==> src/rtl/stopwatch_bcd_counter.sv <==
// stopwatch_bcd_counter: M:SS.t stopwatch timebase and BCD digit chain, 0:00.0 to 9:59.9.
// Define LAP_HOLD_EN to let lap pulses freeze the displayed digits while counting goes on.
module stopwatch_bcd_counter #(
  parameter int TENTH_DIV = 5_000_000
) (
  input  logic       clk,
  input  logic       reset,
  input  logic       start_stop,
  input  logic       clear,
  input  logic       lap,
  output logic [3:0] Minutes,
  output logic [3:0] Tens_Seconds,
  output logic [3:0] Ones_Seconds,
  output logic [3:0] Tenths_Seconds,
  output logic       running,
  output logic       rollover
);
  localparam int PW = $clog2(TENTH_DIV);
  typedef enum logic [1:0] {IDLE, RUN, PAUSE} state_t;
  state_t state, state_next;
  logic [PW-1:0] presc, presc_next;
  logic [3:0] mi, ts, os, te, mi_n, ts_n, os_n, te_n;
  logic tick, c_te, c_os, c_ts, wrap;
  always_comb begin
    tick = state == RUN && presc == PW'(TENTH_DIV - 1);
    c_te = tick && te == 4'd9;
    c_os = c_te && os == 4'd9;
    c_ts = c_os && ts == 4'd5;
    wrap = c_ts && mi == 4'd9;
    state_next = clear ? IDLE : !start_stop ? state : state == RUN ? PAUSE : RUN;
    presc_next = (clear || state == IDLE || tick) ? '0 : state == RUN ? presc + PW'(1) : presc;
    te_n = (clear || c_te) ? 4'd0 : tick ? te + 4'd1 : te;
    os_n = (clear || c_os) ? 4'd0 : c_te ? os + 4'd1 : os;
    ts_n = (clear || c_ts) ? 4'd0 : c_os ? ts + 4'd1 : ts;
    mi_n = (clear || wrap) ? 4'd0 : c_ts ? mi + 4'd1 : mi;
  end
  always_ff @(posedge clk or posedge reset) begin
    if (reset) begin
      state    <= IDLE;
      presc    <= '0;
      {mi, ts, os, te} <= '0;
      running  <= 1'b0;
      rollover <= 1'b0;
    end else begin
      state    <= state_next;
      presc    <= presc_next;
      {mi, ts, os, te} <= {mi_n, ts_n, os_n, te_n};
      running  <= state_next == RUN;
      rollover <= wrap && !clear;
    end
  end
`ifdef LAP_HOLD_EN
  logic hold, hold_next;
  logic [15:0] shown;
  // While held, shown keeps the value it had on the lap edge, i.e. the pre-edge live count.
  always_comb hold_next = clear ? 1'b0 : (lap && state != IDLE) ? !hold : hold;
  always_ff @(posedge clk or posedge reset) begin
    if (reset) begin
      hold  <= 1'b0;
      shown <= '0;
    end else begin
      hold  <= hold_next;
      shown <= hold_next ? shown : {mi_n, ts_n, os_n, te_n};
    end
  end
  assign {Minutes, Tens_Seconds, Ones_Seconds, Tenths_Seconds} = shown;
`else
  logic unused_lap;
  assign unused_lap = lap;
  assign {Minutes, Tens_Seconds, Ones_Seconds, Tenths_Seconds} = {mi, ts, os, te};
`endif
endmodule

==> config.mk <==
export PLATFORM = sky130hd
export DESIGN_NAME = stopwatch_bcd_counter
export DESIGN_NICKNAME = d
export VERILOG_FILES = /design/src/rtl/stopwatch_bcd_counter.sv
export SDC_FILE = /design/constraint.sdc
export NUM_CORES = 1
export LEC_CHECK = 0
export BUFFER_PORTS_ARGS = -buffer_cell sky130_fd_sc_hd__buf_2
export CAP_MARGIN = 20
export CORE_MARGIN = 2
export CORE_UTILIZATION = 35
export DETAILED_ROUTE_END_ITERATION = 10
export PLACE_DENSITY = 0.62
export RECOVER_POWER = 100
export SYNTH_ARGS = -nofsm -noshare
export SYNTH_HDL_FRONTEND = slang
export SYNTH_SLANG_ARGS = --single-unit
==> constraint.sdc <==
create_clock -name clk -period 2.1 [get_ports clk]
set_input_delay 0.42 -clock clk [delete_from_list [all_inputs] [get_ports clk]]
set_output_delay 0.42 -clock clk [all_outputs]
set_load 0.02 [all_outputs]
* Word level (Yosys, flattened, before mapping) *
Cells that the tools add are included.

word-level totals
  flip-flop bits (word level) = 43
  bits in latches = 0
  RAM bits = 0
  memory bits (read-only) = 0
  bits of input ports = 5
  output and inout bits = 18
  logic and storage cells = 52
  memories = 0

cells by class
  add/subtract/negate cells = 5
  $mul = 0
  divide/modulo/power cells = 0
  order comparisons = 0
  eq/ne operators = 7
  shifts and indexed selects = 0
  multiplexer cells = 13
  bitwise logic cells = 0
  reductions and logical operators = 19

operators by type and width
  kind                                           count
  2-to-1 mux 23 bit                              2
  2-to-1 mux 4 bit                               8
  adder 23 x 1 -> 23 bit, second input constant  1
  == test 23 bit, second input constant          1
  adder 4 x 1 -> 4 bit, second input constant    4
  == test 4 bit, second input constant           3
  nonzero test 2 bit                             5
  logical AND 1 bit                              6
  logical OR 1 bit                               6
  2-to-1 mux 2 bit                               3
  == test 2 x 1 -> 1 bit, second input constant  2
  == test 4 x 3 -> 1 bit, second input constant  1
  logical NOT 2 bit                              1
  logical NOT 1 bit                              1

* Logic depth before layout (Yosys ltp) *
Gate-level depths: netlist (run 1).

  depth in word-level cells = 8
  depth in mapped cells = 7
  mapped depth without buffers = 6

* Worst setup path before layout (run 1) *
OpenSTA, ideal clock, no wires.

  path type = register -> register
  start point = register presc[0]
  end point = register os[3], in the netlist Ones_Seconds[3]
  library setup time = 0.078 ns
  data arrival time = 1.942 ns
  data required time = 2.022 ns
  path slack = 0.080 ns
  cell stages (with the launch flop) = 7
  path buffers = 1
  clock period less this slack = 2.020 ns
  path through = dfrtp_1 -> ha_1 -> nand3_2 -> or4_1 -> buf_2 -> or4_1 -> a21oi_1

on the way
  cells in the longest elaborated chain, start to end = 6
  elaborated cells on any way between the ends = 7

RTL lines
  what                                                    line  text
  start: declaration                                      21    logic [PW-1:0] presc, presc_next;
  start signal: assignment                                46    presc <= presc_next;
  == test 23 bit (*)                                      25    tick = state == RUN && presc == PW'(TENTH_DIV - 1);
  logical AND 1 bit (*)                                   25
  logical AND 1 bit (*)                                   26    c_te = tick && te == 4'd9;
  logical AND 1 bit                                       27    c_os = c_te && os == 4'd9;
  logical OR 1 bit                                        33    os_n = (clear || c_os) ? 4'd0 : c_te ? os + 4'd1 : os;
  2-to-1 mux 4 bit or nonzero test 2 bit (tied branches)  n/a
  end signal: assignment                                  47    {mi, ts, os, te} <= {mi_n, ts_n, os_n, te_n};
  end: declaration                                        22    logic [3:0] mi, ts, os, te, mi_n, ts_n, os_n, te_n;

Every way passes the cells marked *; elsewhere a longest branch is shown, timed or not.
A chain may end at the register's enable or synchronous reset.

* Final worst setup path (run 1) *
  start point = register state[1]
  end point = register os[3], in the netlist Ones_Seconds[3]

on the way
  cells in the longest elaborated chain, start to end = 6
  elaborated cells on any way between the ends = 7

RTL lines
  what                                                    line  text
  start: declaration                                      20    state_t state, state_next;
  start signal: assignment                                45    state <= state_next;
  == test 2 x 1 -> 1 bit (*)                              25
  logical AND 1 bit (*)                                   25
  logical AND 1 bit (*)                                   26
  logical AND 1 bit                                       27
  logical OR 1 bit                                        33
  2-to-1 mux 4 bit or nonzero test 2 bit (tied branches)  n/a

Marks and branches as above.

==> results.cfg, run 1 <==
[outcome]
status = complete, no violations

[floorplan]
initial_core_util_pct = 35.85
dieArea_um2 = 8051
pin_count = 23
die_w_um = 89.73
row_count = 31
die_height_um = 89.73
coreArea_um2 = 7176

[power_and_ir_drop]
power.share.sequential_pct = 57.4
irDropWorstVdd_mv = 0.2612
netSwitchingPower_uw = 370.3
p_int_mw = 1.090
powerDensity_nw_per_um2 = 474.9
clockPowerShare_pct = 37.1
p_leak_nw = 1.249
swShare_pct = 25.35
comb_power_share_pct = 5.6

[clocking]
cts.hold.buffers_added = 0
ctsRootBufferMaster = clkbuf_8
clock-sinks = 43
clkSlewWorstSetupHoldPaths_ns = 0.09
cts_buffers = 5
htreeDepth = 2
cts_buffer_depth = 2
tritoncts = yes
insertion_delay_ns = 0.30

[yosys]
yosysMostFrequentCell = dfrtp_1
yosysSeqAreaShare_pct = 41.83
yosys-top-cells-area = dfrtp_1 (42%), ha_1 (4.4%), a21oi_1 (3.5%)
syn_nets = 285
async_flop_share_pct = 100.0
synth_area_um2 = 2572
ys_ff_latch = 43
synthFlopType = dfrtp_1
synth_cells = 271
synth_edf_count = 0
avgSynthCellArea_um2 = 9.492
yosys.area.top_type = dfrtp_1
ys_types = 54
synth_top_area_share_pct = 41.83
ys_warn_count = 0
synth_common_cells = dfrtp_1 (43), nor2_1 (21), a21oi_1 (18), nand2_1 (15), nand4_1 (13)

[hold_path]
hp-class = input port to asynchronous set/reset pin

[worst_setup_path]
crit_chain = nand4b_4 -> or4_4 -> or4_1 -> a21oi_2
crit_slowest_cell = or4_4
cp-start-kind = flip-flop
worst-path-buf-inv = 0
reg2reg_depth = 4
cp_data_arrival_time_ns = 2.27
critPathCaptureType = flip-flop
r2r_slack_ns = 0.06
cp.depth = 4
critPathCapture = Ones_Seconds[3]
crit_family = simple AND/OR/NAND/NOR gates
reg2reg_to = Ones_Seconds[3]
cp_max_fo = 12
crit_start = state[1]
worstSetupPathType = flip-flop to flip-flop
r2r-start = state[1]
crit_required_ns = 2.34
critPathMaxStageDelay_ns = 0.65

[detailed_routing]
wire_per_inst_um = 14.72
dr.pass1.iters = 4
route.detailed.drc = 0
vias = 2269
drt-initial-drc-count = 78
drt-total-wl_um = 6167
antenna_left = 0
viasPerCell = 5.415

[grt]
antenna_found_initial = 0
grt_pass1_vias = 2086
grt_pass1_wl_um = 10100
grtUsageTotal_pct = 15.19
overflow = 0
grt_max_degree = 26

[sta]
clock_skew_ns = 0.004341
report.final.slew_viol_count = 0
slew_headroom_pct = 18.08
setup_tns_ns = 0
timing.final.crit_share_pct = 97.01
setup_viol = 0
fin_crit_ns = 2.037
worstMarginPinSlew_ns = 1.229
fmax_mhz = 490.9
rsz0062_at_grt = yes
final-hold-violation-count = 0

[placement]
post_dp_cell_area_um2 = 2989
dp_hpwl_um = 4331
port-buffer-count = 21
globalplace.congestion = 0.8253

[layout]
fill_cells = 724
finalInstanceArea_um2 = 3075
area_growth_pct = 19.55
diodes = 0
seq_area_um2 = 1076
layout-drive-gt1-share_pct = 20.31
multiInputGateArea_um2 = 1406
final_nets = 333

[job]
maxCapViolCount = 0
timing repair:
item,CTS,global route
endpoints found under the hold margin,0,0
endpoints found under the setup margin,3,14
setup buffers,0,2
gates resized for setup,3,7
gates cloned,0,0
pin swaps,0,3
how the worst min path moves through the flow:
| stage | start | to | slack (ns) | cells past startpoint |
|---|---|---|---|---|
| 2_1_floorplan | presc[3] | presc[3] | 0.50 | 2 |
| 3_3_place_gp | reset | rollover | 0.51 | 2 |
| 3_5_place_dp | reset | rollover | 0.52 | 2 |
| 4_1_cts | reset | rollover | 0.18 | 2 |
| 5_1_grt | reset | Minutes[1] | 0.19 | 2 |
| 6_report | reset | rollover | 0.16 | 2 |
layer usage:
layer | vias up | routed length [µm] | share of wire, % | track usage, %
met5 | - | 0 | 0 | 0
met4 | 0 | 17 | 0.28 | 3.462
met3 | 4 | 226 | 3.7 | 2.682
met2 | 46 | 3064 | 50 | 25.13
met1 | 1109 | 2858 | 46 | 20.93
li1 | 1110 | - | - | -
through the flow:
stage	worst slack, ns	utilization (%)	hold slack, ns	power (mW)	instances
2_1_floorplan	0.07959	-	0.5049	0.9060	271
3_3_place_gp	0.04948	41.66	0.5115	0.9394	410
4_1_cts	0.02551	43.03	0.1798	1.484	418
6_report	0.06285	42.86	0.1570	1.460	419
3_5_place_dp	0.01110	41.66	0.5177	0.9407	410
5_1_grt	-0.01212	42.86	0.1851	1.534	419
registers in the layout, summed over array words and instances, names as in the netlist:
register / cells
presc: 23
Tenths_Seconds: 4
running: 1
Tens_Seconds: 4
Ones_Seconds: 4
Minutes: 4
rollover: 1
state: 2
kinds of logic after synthesis:
| logic type | Yosys count | synth area share, % |
|---|---|---|
| fa+ha+maj | 9 | 4.378 |
| compound gates | 51 | 12.65 |
| simple gates | 127 | 30.54 |
| mux | 7 | 2.772 |
| xor+xnor | 9 | 3.064 |
| buf+inv | 25 | 4.766 |
| flops | 43 | 41.83 |
final cells by class:
type                       count  share of cell area (%)
multi-input combinational    203                   45.73
sequential                    43                   34.99
timing repair buffer          54                   10.90
tap                           99                   4.028
clock buffer                   5                   2.238
inverter                      12                   1.465
clock inverter                 3                  0.6509
power by group through the flow:
| stage | combinational (mW) | sequential [mW] | clock [mW] |
|---|---|---|---|
| floorplan | 0.0496 | 0.856 | 0 |
| global placement | 0.0855 | 0.854 | 0 |
| detailed placement | 0.0865 | 0.854 | 0 |
| CTS | 0.0866 | 0.838 | 0.560 |
| global route | 0.0916 | 0.839 | 0.604 |
| finish | 0.0811 | 0.838 | 0.542 |
cells in the final DEF, fill, tap and decap left out, types with 2 or more instances in the layout:
cell type and count:
xnor2_1 8, nor4_1 10, inv_1 11, nand4b_1 2
mux2i_1 6, clkinvlp_4 2, o31ai_1 8, o21ai_0 11
nor3_1 4, nand2_1 15, or3_1 9, or4_1 7
a21oi_1 15, or4_4 7, clkbuf_8 5, buf_4 30
buf_2 3, dfrtp_1 43, nor2_1 21, nand3b_1 3
nand3_1 9, and3_1 2, nor2b_1 6, nand4_1 13
ha_1 9, a21oi_2 5, and3b_1 4, clkbuf_1 20
No activity file was read; power rests on OpenSTA's default activity.
==> inputs of run 2 (changes only) <==
--- a/config.mk
+++ b/config.mk
@@ -5,6 +5,7 @@
 export SDC_FILE = /design/constraint.sdc
 export NUM_CORES = 1
 export LEC_CHECK = 0
+export ABC_AREA = 1
 export BUFFER_PORTS_ARGS = -buffer_cell sky130_fd_sc_hd__buf_2
 export CAP_MARGIN = 20
 export CORE_MARGIN = 2
==> results.cfg, run 2 <==
[worst_setup_path]
cp_data_arrival_time_ns = 2.06
r2r_slack_ns = 0.24
cp-start-kind = flip-flop
crit_required_ns = 2.30
worstSetupPathType = flip-flop to flip-flop
critPathCaptureType = flip-flop
cp_max_fo = 7

[clocking]
ctsRootBufferMaster = clkbuf_8
cts.hold.buffers_added = 0
htreeDepth = 2
clock-sinks = 43
insertion_delay_ns = 0.30
cts_buffers = 5
tritoncts = yes
cts_buffer_depth = 2
post_cts_resized = 0
clkSlewWorstSetupHoldPaths_ns = 0.09
cts_setup_buffers = 0

[yosys]
synthFlopType = dfrtp_1
syn_nets = 358
yosys.area.top_type = dfrtp_1
yosysSeqAreaShare_pct = 41.93
yosys-top-cells-area = dfrtp_1 (42%), nand2_1 (11%), inv_1 (7.5%)
synth_top_area_share_pct = 41.93
synth_area_um2 = 2566
avgSynthCellArea_um2 = 7.460
async_flop_share_pct = 100.0
ys_ff_latch = 43
ys_types = 29
synth_common_cells = nand2_1 (78), inv_1 (51), dfrtp_1 (43), nor2_1 (43), nand3_1 (30)
yosysMostFrequentCell = nand2_1
synth_edf_count = 0
ys_warn_count = 0
synth_cells = 344

[grt]
grtUsageTotal_pct = 15.50
antenna_found_initial = 0
grt_pass1_vias = 2147
overflow = 0
grt_pass1_wl_um = 9735
grt_max_degree = 44

[floorplan]
die_height_um = 89.63
die_w_um = 89.63
coreArea_um2 = 7176
pin_count = 23
dieArea_um2 = 8033
row_count = 31
initial_core_util_pct = 35.76

[sta]
slew_headroom_pct = 27.14
timing.final.crit_share_pct = 88.64
fin_crit_ns = 1.861
worstMarginPinSlew_ns = 1.093
rsz0062_at_grt = no
final-hold-violation-count = 0
fmax_mhz = 537.2
setup_tns_ns = 0
report.final.slew_viol_count = 0
clock_skew_ns = 0.004972
setup_viol = 0

[placement]
globalplace.congestion = 0.9044
place_inst = 466
dp_hpwl_um = 4177
port-buffer-count = 21

[outcome]
status = complete, no violations

[detailed_routing]
route.detailed.drc = 0
drt-total-wl_um = 5692
wl_met3_um = 290
wl_met2_um = 2657
dr.pass1.iters = 4
viasPerCell = 4.814
vias = 2282
antenna_left = 0
wl_met1_um = 2710
drt-initial-drc-count = 99
top_layer = met4
wire_per_inst_um = 12.01

[layout]
diodes = 0
utilization_pct = 39.84
layout-drive-gt1-share_pct = 7.733
final_cells = 474
seq_area_um2 = 1076
area_growth_pct = 11.41
final_nets = 388
mostFrequentLayoutCells = nand2_1 (78), inv_1 (51), nor2_1 (45), dfrtp_1 (43), nand3_1 (30)
top_register = presc
multiInputGateArea_um2 = 1240
largest_reg_flops = 23
mostFrequentLayoutCell = nand2_1
fill_cells = 776

[job]
maxCapViolCount = 0

[hold_path]
hp-class = input port to flip-flop

[power_and_ir_drop]
p_leak_nw = 1.366
irDropWorstVdd_mv = 0.3159
powerDensity_nw_per_um2 = 527.6
[run 2: kinds of logic after synthesis]
logic type,count (synthesis),synth area share (%)
simple gates,196,35.93
buf+inv,57,8.922
flops,43,41.93
compound gates,32,6.436
xor+xnor,7,2.389
fa+ha+maj,9,4.388
[run 2: path summary, 6_finish.rpt]
| check | start | end | cells after the start |
|---|---|---|---|
| worst min-delay path | start_stop | state[0] | 2 |
| worst min register to register | presc[18] | presc[18] | 1 |
| max in group asynchronous | reset | presc[5] | 3 |
| worst max register to register | presc[1] | Ones_Seconds[0] | 10 |
| worst max-delay path | presc[1] | Ones_Seconds[0] | 10 |
| min in group asynchronous | reset | Minutes[2] | 3 |
[run 2: power breakdown]
group | internal (mW) | switching (mW) | leakage, nW
Combinational | 0.0233 | 0.0687 | 0.722
Clock | 0.269 | 0.306 | 0.0474
Sequential | 0.834 | 0.00735 | 0.597
Total | 1.13 | 0.382 | 1.37
[run 2: critical path, stage by stage, from the launching register on]
cell and delay (ns):
dfrtp_1 0.40, ha_1 0.20, nand3_1 0.08, inv_1 0.13, nand2_1 0.11, nor2_4 0.15, nand4_1 0.23, nand2_1 0.28
nor2_1 0.06, nand2_1 0.06, nand2_1 0.05
[run 2: layout make-up]
| type | instances | area share (%) |
|---|---|---|
| clock inverter | 2 | 0.5689 |
| timing repair buffer | 26 | 4.114 |
| inverter | 54 | 7.090 |
| multi-input combinational | 244 | 43.37 |
| sequential | 43 | 37.64 |
| clock buffer | 6 | 2.888 |
| tap | 99 | 4.333 |
[run 2: through the flow]
stage                     hold WS (ns)  worst slack [ns]  power [mW]  area (µm²)
final                           0.3188            0.2386       1.508        2859
after global routing            0.3228           0.06789       1.576        2859
after CTS                       0.2656            0.2666       1.539        2905
after detailed placement        0.5256            0.2901      0.9586        2806
after global placement          0.5178            0.3211      0.9571        2806
after floorplan                 0.4759            0.5587      0.9256        2566
[run 2: routing by layer]
metal / vias up / track usage (%)
met5: - / 0
met4: 0 / 2.442
met3: 5 / 3.748
met2: 45 / 27.07
met1: 1068 / 19.85
li1: 1164 / -
==> inputs of run 3 (changes only) <==
--- a/config.mk
+++ b/config.mk
@@ -9,9 +9,9 @@
 export BUFFER_PORTS_ARGS = -buffer_cell sky130_fd_sc_hd__buf_2
 export CAP_MARGIN = 20
 export CORE_MARGIN = 2
-export CORE_UTILIZATION = 35
+export CORE_UTILIZATION = 45
 export DETAILED_ROUTE_END_ITERATION = 10
-export PLACE_DENSITY = 0.62
+export PLACE_DENSITY = 0.64
 export RECOVER_POWER = 100
 export SYNTH_ARGS = -nofsm -noshare
 export SYNTH_HDL_FRONTEND = slang
==> results.cfg, run 3 (synthesis gave the netlist of run 2 again) <==
[clocking]
clock-sinks = 43
insertion_delay_ns = 0.30
ctsRootBufferMaster = clkbuf_8
htreeDepth = 2
cts_setup_buffers = 0
post_cts_resized = 0
tritoncts = yes
cts.hold.buffers_added = 0
clkSlewWorstSetupHoldPaths_ns = 0.08
cts_buffer_depth = 2
cts_buffers = 5

[hold_path]
hp-class = input port to asynchronous set/reset pin

[worst_setup_path]
r2r_slack_ns = 0.23
critPathCaptureType = flip-flop
cpMostUsedCell = nand2_1
cp_max_fo = 20
cp-start-kind = flip-flop
crit_family = simple AND/OR/NAND/NOR gates
worst-path-buf-inv = 2
worstSetupPathType = flip-flop to flip-flop
cp_data_arrival_time_ns = 2.06
critPathMaxStageDelay_ns = 0.40
crit_slowest_cell = dfrtp_1
crit_chain = ha_1 -> nand3_1 -> inv_1 -> nand2_1 -> nor2_4 -> nand2_1 -> nand2_4 -> nor2_4 -> buf_12 -> nand2_1 -> a21oi_1
crit_required_ns = 2.29

[floorplan]
coreArea_um2 = 5507
initial_core_util_pct = 46.60
die_w_um = 79.52
pin_count = 23
row_count = 27
die_height_um = 79.52
dieArea_um2 = 6323

[layout]
final_cells = 448
fill_cells = 556
final_nets = 389
layout-drive-gt1-share_pct = 7.181
top_register = presc
finalInstanceArea_um2 = 2839
mostFrequentLayoutCells = nand2_1 (80), inv_1 (51), dfrtp_1 (43), nor2_1 (43), nand3_1 (30)
diodes = 0
utilization_pct = 51.56
area_growth_pct = 10.63
largest_reg_flops = 23
mostFrequentLayoutCell = nand2_1

[power_and_ir_drop]
finalPower_mw = 1.467
powerDensity_nw_per_um2 = 516.9
p_leak_nw = 1.367
irDropWorstVdd_mv = 0.2974

[sta]
fmax_mhz = 534.4
worstMarginPinSlew_ns = 1.095
layout_setup_ws_ns = 0.2287
fin_crit_ns = 1.871
setup_tns_ns = 0
timing.final.crit_share_pct = 89.11
final-hold-violation-count = 0
setup_viol = 0
whs_ns = 0.08446
rsz0062_at_grt = no
slew_headroom_pct = 26.99
clock_skew_ns = 0.004293
report.final.slew_viol_count = 0

[detailed_routing]
viasPerCell = 5.076
dr.pass1.iters = 4
route.detailed.drc = 0
antenna_left = 0
vias = 2274
wire_per_inst_um = 12.15
drt-total-wl_um = 5445
drt-initial-drc-count = 111

[placement]
dp_hpwl_um = 4177
post_dp_cell_area_um2 = 2805
port-buffer-count = 21
globalplace.congestion = 0.8485
pre_cts_ws_ns = 0.3218
place_inst = 440

[grt]
overflow = 0
grt_pass1_wl_um = 9660
grt_pass1_vias = 2138
grt_max_degree = 21
antenna_found_initial = 0
grtUsageTotal_pct = 19.45

[outcome]
status = complete, no violations

[job]
maxCapViolCount = 0
==> run 3: changes by cell type in the layout (fill, tap and decap cells not counted), sizes merged <==
| cell | change |
|---|---|
| clkbuf | +2 |
| buf | -1 |
==> run 3: final timing paths <==
kind	cells after the start	from	endpoint
setup reg to reg	11	presc[0]	presc[15]
setup / recovery	11	presc[0]	presc[15]
hold / removal	2	reset	presc[6]
max in group asynchronous	3	reset	Tenths_Seconds[3]
hold reg to reg	1	presc[3]	presc[3]
min in group clk	2	start_stop	state[0]
==> run 3: worst register-to-register path: cells and delay by family (launching register included) <==
family                     cells  cell delay [ns]
DFF                            1             0.40
buffers and inverters          2             0.29
adders and majority gates      1             0.20
AOI/OAI and AO/OA              1             0.06
and+or+nand+nor                7             0.81
==> run 3: where the power goes <==
group          internal, mW  total [mW]  switching [mW]
sequential            0.834       0.842         0.00792
combinational        0.0266      0.0977          0.0710
clock                 0.233       0.528           0.295
==> run 3: routing by layer <==
metal | wire length (µm) | GRT usage [%] | vias up
met5 | 0 | 0 | -
met4 | 65 | 5.690 | 0
met3 | 152 | 2.715 | 8
met2 | 2648 | 33.78 | 34
met1 | 2578 | 25.16 | 1063
li1 | - | - | 1169
==> run 3: layout make-up <==
cell class                      instances  area, µm²  area share, %
Clock buffer                            6      72.57          2.556
Clock inverter                          2      12.51         0.4407
Inverter                               54      202.7          7.140
Multi-Input combinational cell        244       1256          44.25
Sequential cell                        43       1076          37.90
Tap cell                               72      90.09          3.173
Timing Repair Buffer                   27      128.9          4.539
